File: src/rtl/alu_mul_seq_if.sv
// Request/result handshake and ALU drive bus of the shift-and-add multiplier sequencer.
// The slave modport is the sequencer; the master modport is its environment (requester + ALU).
interface alu_mul_seq_if #(
    parameter int unsigned WIDTH = 8
);
    logic                 start;
    logic [WIDTH-1:0]     op_a;
    logic [WIDTH-1:0]     op_b;
    logic                 busy;
    logic                 done;
    logic [2*WIDTH-1:0]   prod;
    logic [3:0]           alu_ctrl;
    logic [WIDTH-1:0]     alu_a;
    logic [WIDTH-1:0]     alu_b;
    logic [WIDTH-1:0]     alu_res;

    modport master (
        output start, op_a, op_b, alu_res,
        input  busy, done, prod, alu_ctrl, alu_a, alu_b
    );

    modport slave (
        input  start, op_a, op_b, alu_res,
        output busy, done, prod, alu_ctrl, alu_a, alu_b
    );
endinterface

File: src/rtl/alu_mul_seq.sv
// Unsigned shift-and-add multiplier that borrows the shared ALU for its additions and
// shifts the multiplier right into the low half of the product.
module alu_mul_seq #(
    parameter int unsigned WIDTH = 8
) (
    input  logic         clk_i,
    input  logic         rst_i,
    alu_mul_seq_if.slave mul_if
);
    localparam int unsigned CntW = (WIDTH > 1) ? $clog2(WIDTH) : 1;
    localparam logic [3:0] CtrlAdd  = 4'b0010;
    localparam logic [3:0] CtrlIdle = 4'b1111;

    typedef enum logic [2:0] {StIdle, StAdd, StAcc, StShift, StDone} state_e;

    state_e               state_q, state_d;
    logic [WIDTH-1:0]     acc_q, acc_d;
    logic [WIDTH-1:0]     lo_q, lo_d;
    logic [WIDTH-1:0]     mcand_q, mcand_d;
    logic [CntW-1:0]      cnt_q, cnt_d;
    logic [2*WIDTH-1:0]   prod_q, prod_d;
    logic                 done_q, done_d;
    logic [3:0]           alu_ctrl;
    logic [WIDTH-1:0]     alu_a;
    logic [WIDTH-1:0]     alu_b;
    logic [WIDTH-1:0]     sum;
    logic                 carry;

    // The ALU flags are not wired here, so rebuild the adder carry-out from the MSBs.
    assign sum   = mul_if.alu_res;
    assign carry = (acc_q[WIDTH-1] & mcand_q[WIDTH-1]) |
                   ((acc_q[WIDTH-1] | mcand_q[WIDTH-1]) & ~sum[WIDTH-1]);

    always_comb begin
        state_d  = state_q;
        acc_d    = acc_q;
        lo_d     = lo_q;
        mcand_d  = mcand_q;
        cnt_d    = cnt_q;
        prod_d   = prod_q;
        done_d   = 1'b0;
        alu_ctrl = CtrlIdle;
        alu_a    = '0;
        alu_b    = '0;

        unique case (state_q)
            StIdle: begin
                if (mul_if.start) begin
                    acc_d   = '0;
                    lo_d    = mul_if.op_b;
                    mcand_d = mul_if.op_a;
                    cnt_d   = '0;
                    state_d = mul_if.op_b[0] ? StAdd : StShift;
                end
            end
            StAdd: begin
                alu_ctrl = CtrlAdd;
                alu_a    = acc_q;
                alu_b    = mcand_q;
                state_d  = StAcc;
            end
            StAcc:   {acc_d, lo_d} = {carry, sum, lo_q[WIDTH-1:1]};
            StShift: {acc_d, lo_d} = {1'b0, acc_q, lo_q[WIDTH-1:1]};
            StDone:  state_d = StIdle;
            default: state_d = StIdle;
        endcase

        // Both ACC and SHIFT retire one multiplier bit; register the product so it and
        // done appear together in the DONE cycle.
        if (state_q == StAcc || state_q == StShift) begin
            if (cnt_q == CntW'(WIDTH - 1)) begin
                state_d = StDone;
                done_d  = 1'b1;
                prod_d  = {acc_d, lo_d};
            end else begin
                cnt_d   = cnt_q + CntW'(1);
                state_d = lo_d[0] ? StAdd : StShift;
            end
        end
    end

    always_ff @(posedge clk_i) begin
        if (rst_i) begin
            state_q <= StIdle;
            acc_q   <= '0;
            lo_q    <= '0;
            mcand_q <= '0;
            cnt_q   <= '0;
            prod_q  <= '0;
            done_q  <= 1'b0;
        end else begin
            state_q <= state_d;
            acc_q   <= acc_d;
            lo_q    <= lo_d;
            mcand_q <= mcand_d;
            cnt_q   <= cnt_d;
            prod_q  <= prod_d;
            done_q  <= done_d;
        end
    end

    assign mul_if.busy     = (state_q != StIdle);
    assign mul_if.done     = done_q;
    assign mul_if.prod     = prod_q;
    assign mul_if.alu_ctrl = alu_ctrl;
    assign mul_if.alu_a    = alu_a;
    assign mul_if.alu_b    = alu_b;
endmodule

File: src/flat_wrapper.sv
// flat-port wrapper written by rule: the top's interface ports become plain ports
module alu_mul_seq_flat 
#(
    parameter int unsigned WIDTH = 8
)
  (clk_i, rst_i, mul_if_start, mul_if_op_a, mul_if_op_b, mul_if_alu_res, mul_if_busy, mul_if_done, mul_if_prod, mul_if_alu_ctrl, mul_if_alu_a, mul_if_alu_b);
  alu_mul_seq_if #(.WIDTH(WIDTH)) mul_if_i ();
  input  logic clk_i;
  input  logic rst_i;
  input wire logic [$bits(mul_if_i.start)-1:0] mul_if_start;
  input wire logic [$bits(mul_if_i.op_a)-1:0] mul_if_op_a;
  input wire logic [$bits(mul_if_i.op_b)-1:0] mul_if_op_b;
  input wire logic [$bits(mul_if_i.alu_res)-1:0] mul_if_alu_res;
  output wire logic [$bits(mul_if_i.busy)-1:0] mul_if_busy;
  output wire logic [$bits(mul_if_i.done)-1:0] mul_if_done;
  output wire logic [$bits(mul_if_i.prod)-1:0] mul_if_prod;
  output wire logic [$bits(mul_if_i.alu_ctrl)-1:0] mul_if_alu_ctrl;
  output wire logic [$bits(mul_if_i.alu_a)-1:0] mul_if_alu_a;
  output wire logic [$bits(mul_if_i.alu_b)-1:0] mul_if_alu_b;
  assign mul_if_i.start = mul_if_start;
  assign mul_if_i.op_a = mul_if_op_a;
  assign mul_if_i.op_b = mul_if_op_b;
  assign mul_if_i.alu_res = mul_if_alu_res;
  assign mul_if_busy = mul_if_i.busy;
  assign mul_if_done = mul_if_i.done;
  assign mul_if_prod = mul_if_i.prod;
  assign mul_if_alu_ctrl = mul_if_i.alu_ctrl;
  assign mul_if_alu_a = mul_if_i.alu_a;
  assign mul_if_alu_b = mul_if_i.alu_b;
  alu_mul_seq #(.WIDTH(WIDTH)) u_core (.clk_i(clk_i), .rst_i(rst_i), .mul_if(mul_if_i));
endmodule
File: config.mk
export PLATFORM = sky130hd
export DESIGN_NAME = alu_mul_seq_flat
export DESIGN_NICKNAME = d
export VERILOG_FILES = /design/src/rtl/alu_mul_seq_if.sv /design/src/rtl/alu_mul_seq.sv /design/src/flat_wrapper.sv
export SDC_FILE = /design/constraint.sdc
export NUM_CORES = 1
export LEC_CHECK = 0
export BUFFER_PORTS_ARGS = -buffer_cell sky130_fd_sc_hd__clkbuf_2
export CAP_MARGIN = 5
export CELL_PAD_IN_SITES_DETAIL_PLACEMENT = 1
export CELL_PAD_IN_SITES_GLOBAL_PLACEMENT = 2
export CORE_MARGIN = 2
export CORE_UTILIZATION = 29
export DETAILED_ROUTE_END_ITERATION = 6
export GPL_TIMING_DRIVEN = 0
export PLACE_DENSITY_LB_ADDON = 0.1
export RECOVER_POWER = 25
export SKIP_CTS_REPAIR_TIMING = 1
export SYNTH_ARGS = -nofsm -noshare
export SYNTH_HDL_FRONTEND = slang
export SYNTH_SLANG_ARGS = --single-unit
File: constraint.sdc
create_clock -name clk_i -period 2.15 [get_ports clk_i]
set_clock_uncertainty 0.15 [all_clocks]
set_input_delay 0.645 -clock clk_i [delete_from_list [all_inputs] [get_ports clk_i]]
set_output_delay 0.645 -clock clk_i [all_outputs]
set_load 0.005 [all_outputs]
==> impl_metrics.toml, run 1 <==
[floorplanning]
die_h_um = 90.1
fp.coreArea_um2 = 7210
fp.dieW_um = 90.1
ios = 65
start_util = 0.298
dieArea_um2 = 8120
core.rowCount = 31

[clocking]
cts.clk_slew.worst_paths_ps = 90
cts_buffer_depth = 2
numCtsBuffers = 5
htree_levels = 2
cts.sink_count = 46
clk-insertion-delay-late_ps = 300
cts_tree = "done"
cts-root-buf = "clkbuf_8"

[global_route]
grt_pass1_wl_um = 10400
grt_start_max_net_pins = 14
grt_use_total = 0.159
first_global_vias = 2012
grt-ovfl-total = 0
antenna_found_initial = 0

[timing]
rsz0062_at_grt = "true"
post-route-period-util = 1.08
relSlewSlack = 0.549
finalWorstSetupSlack_ps = -168
finalSetupViolCount = 20
hold_violations = 0
min_period_ps = 2320
fmax_mhz = 431
worst_pin_slew_ps = 674
finalMaxSlewViolations = 0

[worst_setup_path]
reg2regPathDepth = 6
cp-start-kind = "flop"
critPathMaxFanout = 6
cp.required_ps = 1350
endpoint_kind = "output pin"
r2r_start = "u_core.cnt_q[0]"
worstPathArrival_ps = 1520
rrSetupSlack_ps = 290
crit_type = "reg -> out"
timing.rr.end = "u_core.mul_if.prod[15]"

[synth]
synthTopCellsByArea = "dfxtp_1 43%, and2_1 6.7%, nand2_1 5.9%"
synthArstFlopShare = 0
synth_common_cells = "46 x dfxtp_1, 34 x nand2_1, 26 x nor2_1"
synthesis.area_um2 = 2150
yosysWarnings = 0
yosys.area.top_type_share = 0.428
synth_edf_count = 0
synth_nets = 283
synth.largest_area_cell = "dfxtp_1"
synth_seq_cells = 46
synth.distinct_cells = 38
yosysSeqAreaShare = 0.428
yosysMostFrequentCell = "dfxtp_1"
syn_inst = 254
syn_avg_cell_area_um2 = 8.46
ys.flop_type = "dfxtp_1"

[layout]
diodes = 0
finalNonFillerCells = 435
syn_to_final_growth_pct = 33.8
fin_nets = 364
drive_above_1_share = 0.357

[hold_path]
holdPathEnd = "u_core.mcand_q[1]"
hp-start = "u_core.mcand_q[1]"
worstHoldPathCells = 2
hold_class = "reg -> reg"

[pwr]
internal-power_mw = 1.33
seq_power_share = 0.495
swShare = 0.279
p_sw_mw = 0.513
combPwrFrac = 0.197
power.total_mw = 1.84
power_density_nw_per_um2 = 640
p_clk_frac = 0.307
peakVddDrop_mv = 0.265
p_leak_nw = 1.21

[placement]
dp_slack_ps = -480
gp_congestion = 0.774
post-dp-hpwl_um = 4540
dp.cells = 416
port_buffers = 63

[routing]
dr.pass1.iters = 5
ant_nets = 0
drtIter0Drc = 64
drt-total-wl_um = 6650
via_per_inst = 4.75
routedWlPerCell_um = 15.3
drc = 0
num_vias = 2067

[outcome]
status = "complete, but fails checks"
failed_checks = "negative setup slack"

[run]
cap_violations = 0
==> per-stage QoR <==
stage | util | area, um^2 | setup TNS [ps] | hold slack [ps]
floorplan | - | 2150 | 0 | 282
global placement | 0.359 | 2590 | -5530 | 289
detailed placement | 0.359 | 2590 | -4950 | 293
CTS | 0.371 | 2680 | -11690 | 305
global route | 0.399 | 2880 | -4350 | 318
finish | 0.399 | 2880 | -2800 | 305
==> worst max-delay path, stage by stage, from the launching register on <==
cell and delay [ps]:
dfxtp_2 330, buf_6 120, inv_4 50, nor3_4 290
buf_6 180, inv_4 40, buf_4 110, clkbuf_2 100
==> area by class of cell <==
type,instances,area (um^2)
Buffer,22,186
Clock buffer,7,86.3
Clock inverter,1,5.00
Fill cell,926,4340
Inverter,9,38.8
Multi-Input combinational cell,176,1080
Sequential cell,46,923
Tap cell,99,124
Timing Repair Buffer,75,432
==> power groups by stage <==
stage / combinational (mW) / sequential, mW / clock, mW
after floorplan: 0.202 / 0.924 / 0
final: 0.363 / 0.912 / 0.566
after detailed placement: 0.301 / 0.931 / 0
after global routing: 0.398 / 0.918 / 0.616
after global placement: 0.300 / 0.930 / 0
after CTS: 0.302 / 0.911 / 0.583
==> placed cells by master, fill, tap and decap left out, types with 7 or more instances in the layout <==
cell,n
nor2b_1,10
clkbuf_1,10
nor3_1,8
a21oi_1,22
and2_1,17
dfxtp_1,44
a222oi_1,7
buf_6,12
nor2_1,26
mux2_2,8
clkbuf_2,55
a31oi_1,7
nand2_1,34
buf_4,16
==> flip-flops by register name, indices dropped and copies added, names as in the netlist <==
| name | flops |
|---|---|
| u_core.mul_if.prod | 16 |
| u_core.acc_q | 8 |
| u_core.mcand_q | 8 |
| u_core.lo_q | 7 |
| u_core.cnt_q | 3 |
| u_core.state_q | 3 |
| u_core.mul_if.done | 1 |
==> logic make-up after synthesis <==
kind of cell	after synthesis	share of synthesized area
AOI/OAI and AO/OA	48	0.153
adders and majority gates	2	0.0116
buffers and inverters	32	0.0815
DFF	46	0.428
muxes	8	0.0419
other	1	0.00174
and+or+nand+nor	117	0.282
==> worst max-delay path by stage <==
stage | start | to | slack, ps | cells after the start
2_1_floorplan | u_core.state_q[0] | mul_if_alu_ctrl[2] | 120 | 6
3_3_place_gp | u_core.state_q[0] | mul_if_alu_ctrl[2] | -500 | 7
3_5_place_dp | u_core.state_q[0] | mul_if_alu_ctrl[3] | -480 | 7
4_1_cts | u_core.state_q[0] | mul_if_alu_ctrl[3] | -820 | 7
5_1_grt | u_core.state_q[0] | mul_if_alu_b[1] | -250 | 6
6_report | u_core.state_q[0] | mul_if_alu_ctrl[3] | -170 | 7
==> per-layer routing <==
| layer | GRT usage | vias to the layer above | wire [um] |
|---|---|---|---|
| met2 | 0.261 | 39 | 3150 |
| met1 | 0.219 | 994 | 3240 |
| li1 | - | 1030 | - |
| met4 | 0.0346 | 0 | 45 |
| met3 | 0.0293 | 4 | 208 |
| met5 | 0 | - | 0 |
No activity file was read; power rests on OpenSTA's default activity.
==> run 2, diff against run 1 <==
--- a/config.mk
+++ b/config.mk
@@ -15,7 +15,6 @@
 export GPL_TIMING_DRIVEN = 0
 export PLACE_DENSITY_LB_ADDON = 0.1
 export RECOVER_POWER = 25
-export SKIP_CTS_REPAIR_TIMING = 1
 export SYNTH_ARGS = -nofsm -noshare
 export SYNTH_HDL_FRONTEND = slang
 export SYNTH_SLANG_ARGS = --single-unit
==> impl_metrics.toml, run 2 (same netlist as run 1, synthesis figures left out) <==
[outcome]
status = "complete, but fails checks"
failed_checks = "negative setup slack"

[clocking]
cts.sink_count = 46
cts_buffer_depth = 2
cts_tree = "done"
numCtsBuffers = 5
cts-root-buf = "clkbuf_8"
clk-insertion-delay-late_ps = 300
hold_buffers = 0
cts.clk_slew.worst_paths_ps = 80
htree_levels = 2

[placement]
gp_congestion = 0.774
dp.cells = 416
post-dp-hpwl_um = 4540
port_buffers = 63
dp_slack_ps = -480

[floorplanning]
die_h_um = 90.1
ios = 65
core.rowCount = 31
start_util = 0.298
fp.dieW_um = 90.1
fp.coreArea_um2 = 7210
dieArea_um2 = 8120

[routing]
drt-total-wl_um = 6740
dr.pass1.iters = 7
drc = 0
via_per_inst = 4.78
num_vias = 2082
drtIter0Drc = 95
ant_nets = 0
routedWlPerCell_um = 15.5

[layout]
final_common_cell = "clkbuf_2"
syn_to_final_growth_pct = 36.3
drive_above_1_share = 0.374
multiInputGateArea_um2 = 1090
layout_common_cells = "49 x clkbuf_2, 43 x dfxtp_1, 34 x nand2_1"
regArea_um2 = 932
finalNonFillerCells = 436
nFillCells = 913
diodes = 0
fin_nets = 365
largest_reg_flops = 16

[timing]
rsz0062_at_grt = "true"
finalMaxSlewViolations = 0
relSlewSlack = 0.554
finalSetupViolCount = 20
post-route-period-util = 1.05
fmax_mhz = 442
fin_hold_ws_ps = 302
finalWorstSetupSlack_ps = -110
worst_pin_slew_ps = 667
min_period_ps = 2260
finalSetupTns_ps = -1330
hold_violations = 0

[worst_setup_path]
cp-start-kind = "flop"
slowest_delay_ps = 380
cp_slowest_cell = "dfxtp_4"
crit_chain = "inv_4, nor3_4, clkbuf_8, inv_4, buf_6, buf_6"
crit_type = "reg -> out"
critical-path-top-delay-family = "buffers and inverters"
worstPathArrival_ps = 1460
cp.required_ps = 1350
critPathMaxFanout = 5
critPathBufInv = 5
endpoint_kind = "output pin"

[global_route]
first_global_vias = 2064
grt-ovfl-total = 0
grt_use_total = 0.162
antenna_found_initial = 0
grt_start_max_net_pins = 19
grt_pass1_wl_um = 10600

[pwr]
peakVddDrop_mv = 0.276
p_leak_nw = 1.23
power_density_nw_per_um2 = 625
power.total_mw = 1.83

[run]
cap_violations = 0

[hold_path]
hold_class = "reg -> reg"
-- run 2: cell type report --
type / count / area share
Buffer: 19 / 0.0517
Clock buffer: 7 / 0.0295
Clock inverter: 1 / 0.00171
Inverter: 9 / 0.0132
Multi-Input combinational cell: 176 / 0.372
Sequential cell: 46 / 0.318
Tap cell: 99 / 0.0423
Timing Repair Buffer: 79 / 0.172
-- run 2: metrics by stage --
| stage | util | instance area [um^2] |
|---|---|---|
| 6_report | 0.406 | 2930 |
| 5_1_grt | 0.406 | 2930 |
| 4_1_cts | 0.381 | 2750 |
| 3_5_place_dp | 0.359 | 2590 |
| 3_3_place_gp | 0.359 | 2590 |
| 2_1_floorplan | - | 2150 |
-- run 2: metal layers --
metal | GRT usage | vias up | part of all wire
met1 | 0.220 | 1003 | 0.47
met3 | 0.0293 | 4 | 0.037
li1 | - | 1032 | -
met5 | 0 | - | 0
met2 | 0.269 | 43 | 0.49
met4 | 0.0385 | 0 | 0.0065
-- run 2: tightest hold or removal path, stage by stage (launching register included) --
cell	delay, ps
dfxtp_1	310
nand2_1	50
a21oi_1	50
-- run 2: final timing paths --
kind,slack (ps),depth (start not counted),to,from
worst max-delay path,-110,6,mul_if_alu_ctrl[2],u_core.state_q[0]
worst min-delay path,300,2,u_core.mcand_q[4],u_core.mcand_q[4]
worst max register to register,250,5,u_core.lo_q[7],u_core.state_q[0]
worst min register to register,300,2,u_core.mcand_q[4],u_core.mcand_q[4]
-- run 2: what timing repair did --
item | CTS | global route
gates cloned | 1 | 0
gates resized for setup | 12 | 36
pin swaps | 1 | 5
setup endpoints to repair | 20 | 20
setup buffers | 5 | 10
-- run 2: power by group --
part           switching (mW)  internal [mW]  total, mW
clock network           0.295          0.260      0.555
registers              0.0313          0.887      0.918
logic                   0.179          0.180      0.359
==> run 3, diff against run 2 <==
--- a/config.mk
+++ b/config.mk
@@ -10,7 +10,7 @@
 export CELL_PAD_IN_SITES_DETAIL_PLACEMENT = 1
 export CELL_PAD_IN_SITES_GLOBAL_PLACEMENT = 2
 export CORE_MARGIN = 2
-export CORE_UTILIZATION = 29
+export CORE_UTILIZATION = 25
 export DETAILED_ROUTE_END_ITERATION = 6
 export GPL_TIMING_DRIVEN = 0
 export PLACE_DENSITY_LB_ADDON = 0.1
==> impl_metrics.toml, run 3 (same netlist as run 1, synthesis figures left out) <==
[routing]
ant_nets = 0
drc = 0
drt-total-wl_um = 6780
num_vias = 2038
drtIter0Drc = 89
via_per_inst = 4.69
routedWlPerCell_um = 15.6
dr.pass1.iters = 5

[layout]
regArea_um2 = 932
fin_nets = 359
multiInputGateArea_um2 = 1090
final_common_cell = "clkbuf_2"
nFillCells = 1006
layout_common_cells = "50 x clkbuf_2, 43 x dfxtp_1, 34 x nand2_1"
fin_util = 0.350
diodes = 0
largest_reg_flops = 16
drive_above_1_share = 0.370
syn_to_final_growth_pct = 34.4

[global_route]
grt_pass1_wl_um = 11300
grt_use_total = 0.151
grt-ovfl-total = 0
first_global_vias = 2105
antenna_found_initial = 0
grt_start_max_net_pins = 19

[worst_setup_path]
crit_type = "reg -> out"
cp_slowest_cell = "dfxtp_4"
worstPathArrival_ps = 1440
cp.required_ps = 1350
endpoint_kind = "output pin"
crit_chain = "inv_4, nor3_4, buf_6, and2_4, buf_6"
cp-start-kind = "flop"
crit_path_frequent_cell = "buf_6"
critPathMaxFanout = 7
rrSetupSlack_ps = 140
slowest_delay_ps = 380

[run]
cap_violations = 0

[clocking]
htree_levels = 2
cts_buffer_depth = 2
cts.sink_count = 46
cts-root-buf = "clkbuf_8"
cts.clk_slew.worst_paths_ps = 80
clk-insertion-delay-late_ps = 300
cts_tree = "done"
numCtsBuffers = 5

[floorplanning]
start_util = 0.260
fp.dieW_um = 96.7
dieArea_um2 = 9360
ios = 65
die_h_um = 96.7
core.rowCount = 33
fp.coreArea_um2 = 8260

[pwr]
p_leak_nw = 1.20
power_density_nw_per_um2 = 616
peakVddDrop_mv = 0.205

[timing]
finalSetupViolCount = 19
post-route-period-util = 1.04
fin_hold_ws_ps = 311
finalMaxSlewViolations = 0
rsz0062_at_grt = "true"
relSlewSlack = 0.554
finalWorstSetupSlack_ps = -86.0
min_period_ps = 2240
hold_violations = 0
fmax_mhz = 447
worst_pin_slew_ps = 667

[outcome]
status = "complete, but fails checks"
failed_checks = "negative setup slack"

[placement]
gp_congestion = 0.747
dp_slack_ps = -383
post-dp-hpwl_um = 4700
port_buffers = 63

[hold_path]
hold_class = "reg -> reg"
## run 3: cell types whose count changed in the layout (fill, tap and decap cells not counted)
cell      previous run  this run
inv_4                2         1
clkbuf_1            10         9
buf_2                2         3
inv_6                0         1
clkbuf_8             8         6
buf_4               18        11
buf_6               15        17
clkbuf_2            49        50
clkinv_2             1         0
and2_4              10        12
and2_1              13        11
## run 3: layout make-up
class | instances | area share
timing repair buffer | 73 | 0.161
sequential | 46 | 0.323
tap | 105 | 0.0455
multi-input combinational | 176 | 0.379
clock buffer | 7 | 0.0264
buffer | 19 | 0.0515
inverter | 9 | 0.0143
## run 3: path summary, 6_finish.rpt
kind	from	end	cells past startpoint
hold / removal	u_core.mul_if.prod[2]	u_core.mul_if.prod[2]	2
hold reg to reg	u_core.mul_if.prod[2]	u_core.mul_if.prod[2]	2
setup / recovery	u_core.state_q[0]	mul_if_alu_a[0]	5
setup reg to reg	u_core.state_q[0]	u_core.lo_q[7]	6
## run 3: report_power, final
group          switching [mW]  total [mW]  internal [mW]
clock network           0.293       0.518          0.225
logic                   0.179       0.345          0.166
registers              0.0299       0.917          0.887
total                   0.502        1.78           1.28
## run 3: per-stage QoR
stage	std cells	total power, mW	TNS (ps)	cell area (um^2)
floorplan	254	1.13	0	2150
global placement	422	1.23	-3930	2600
detailed placement	422	1.23	-3720	2600
CTS	434	1.80	-2650	2780
global route	435	1.89	-2680	2890
finish	435	1.78	-1220	2890
## run 3: repair_timing
action / CTS / global route
resized for setup: 24 / 32
hold buffers: 0 / 0
cloned: 1 / 0
pin swaps: 2 / 8
setup endpoints to repair: 20 / 21
buffers inserted: 7 / 2
## run 3: worst max-delay path, delay by kind of cell, from the launching register on
| kind | cells | cell delay, ps |
|---|---|---|
| buf+inv | 3 | 310 |
| flops | 1 | 380 |
| simple gates | 2 | 450 |
## run 3: metal layers
metal / vias to the layer above / track usage / wire (um)
li1: 1012 / - / -
met1: 978 / 0.211 / 3300
met2: 38 / 0.232 / 3150
met3: 10 / 0.0296 / 219
met4: 0 / 0.0509 / 112
met5: - / 0 / 0
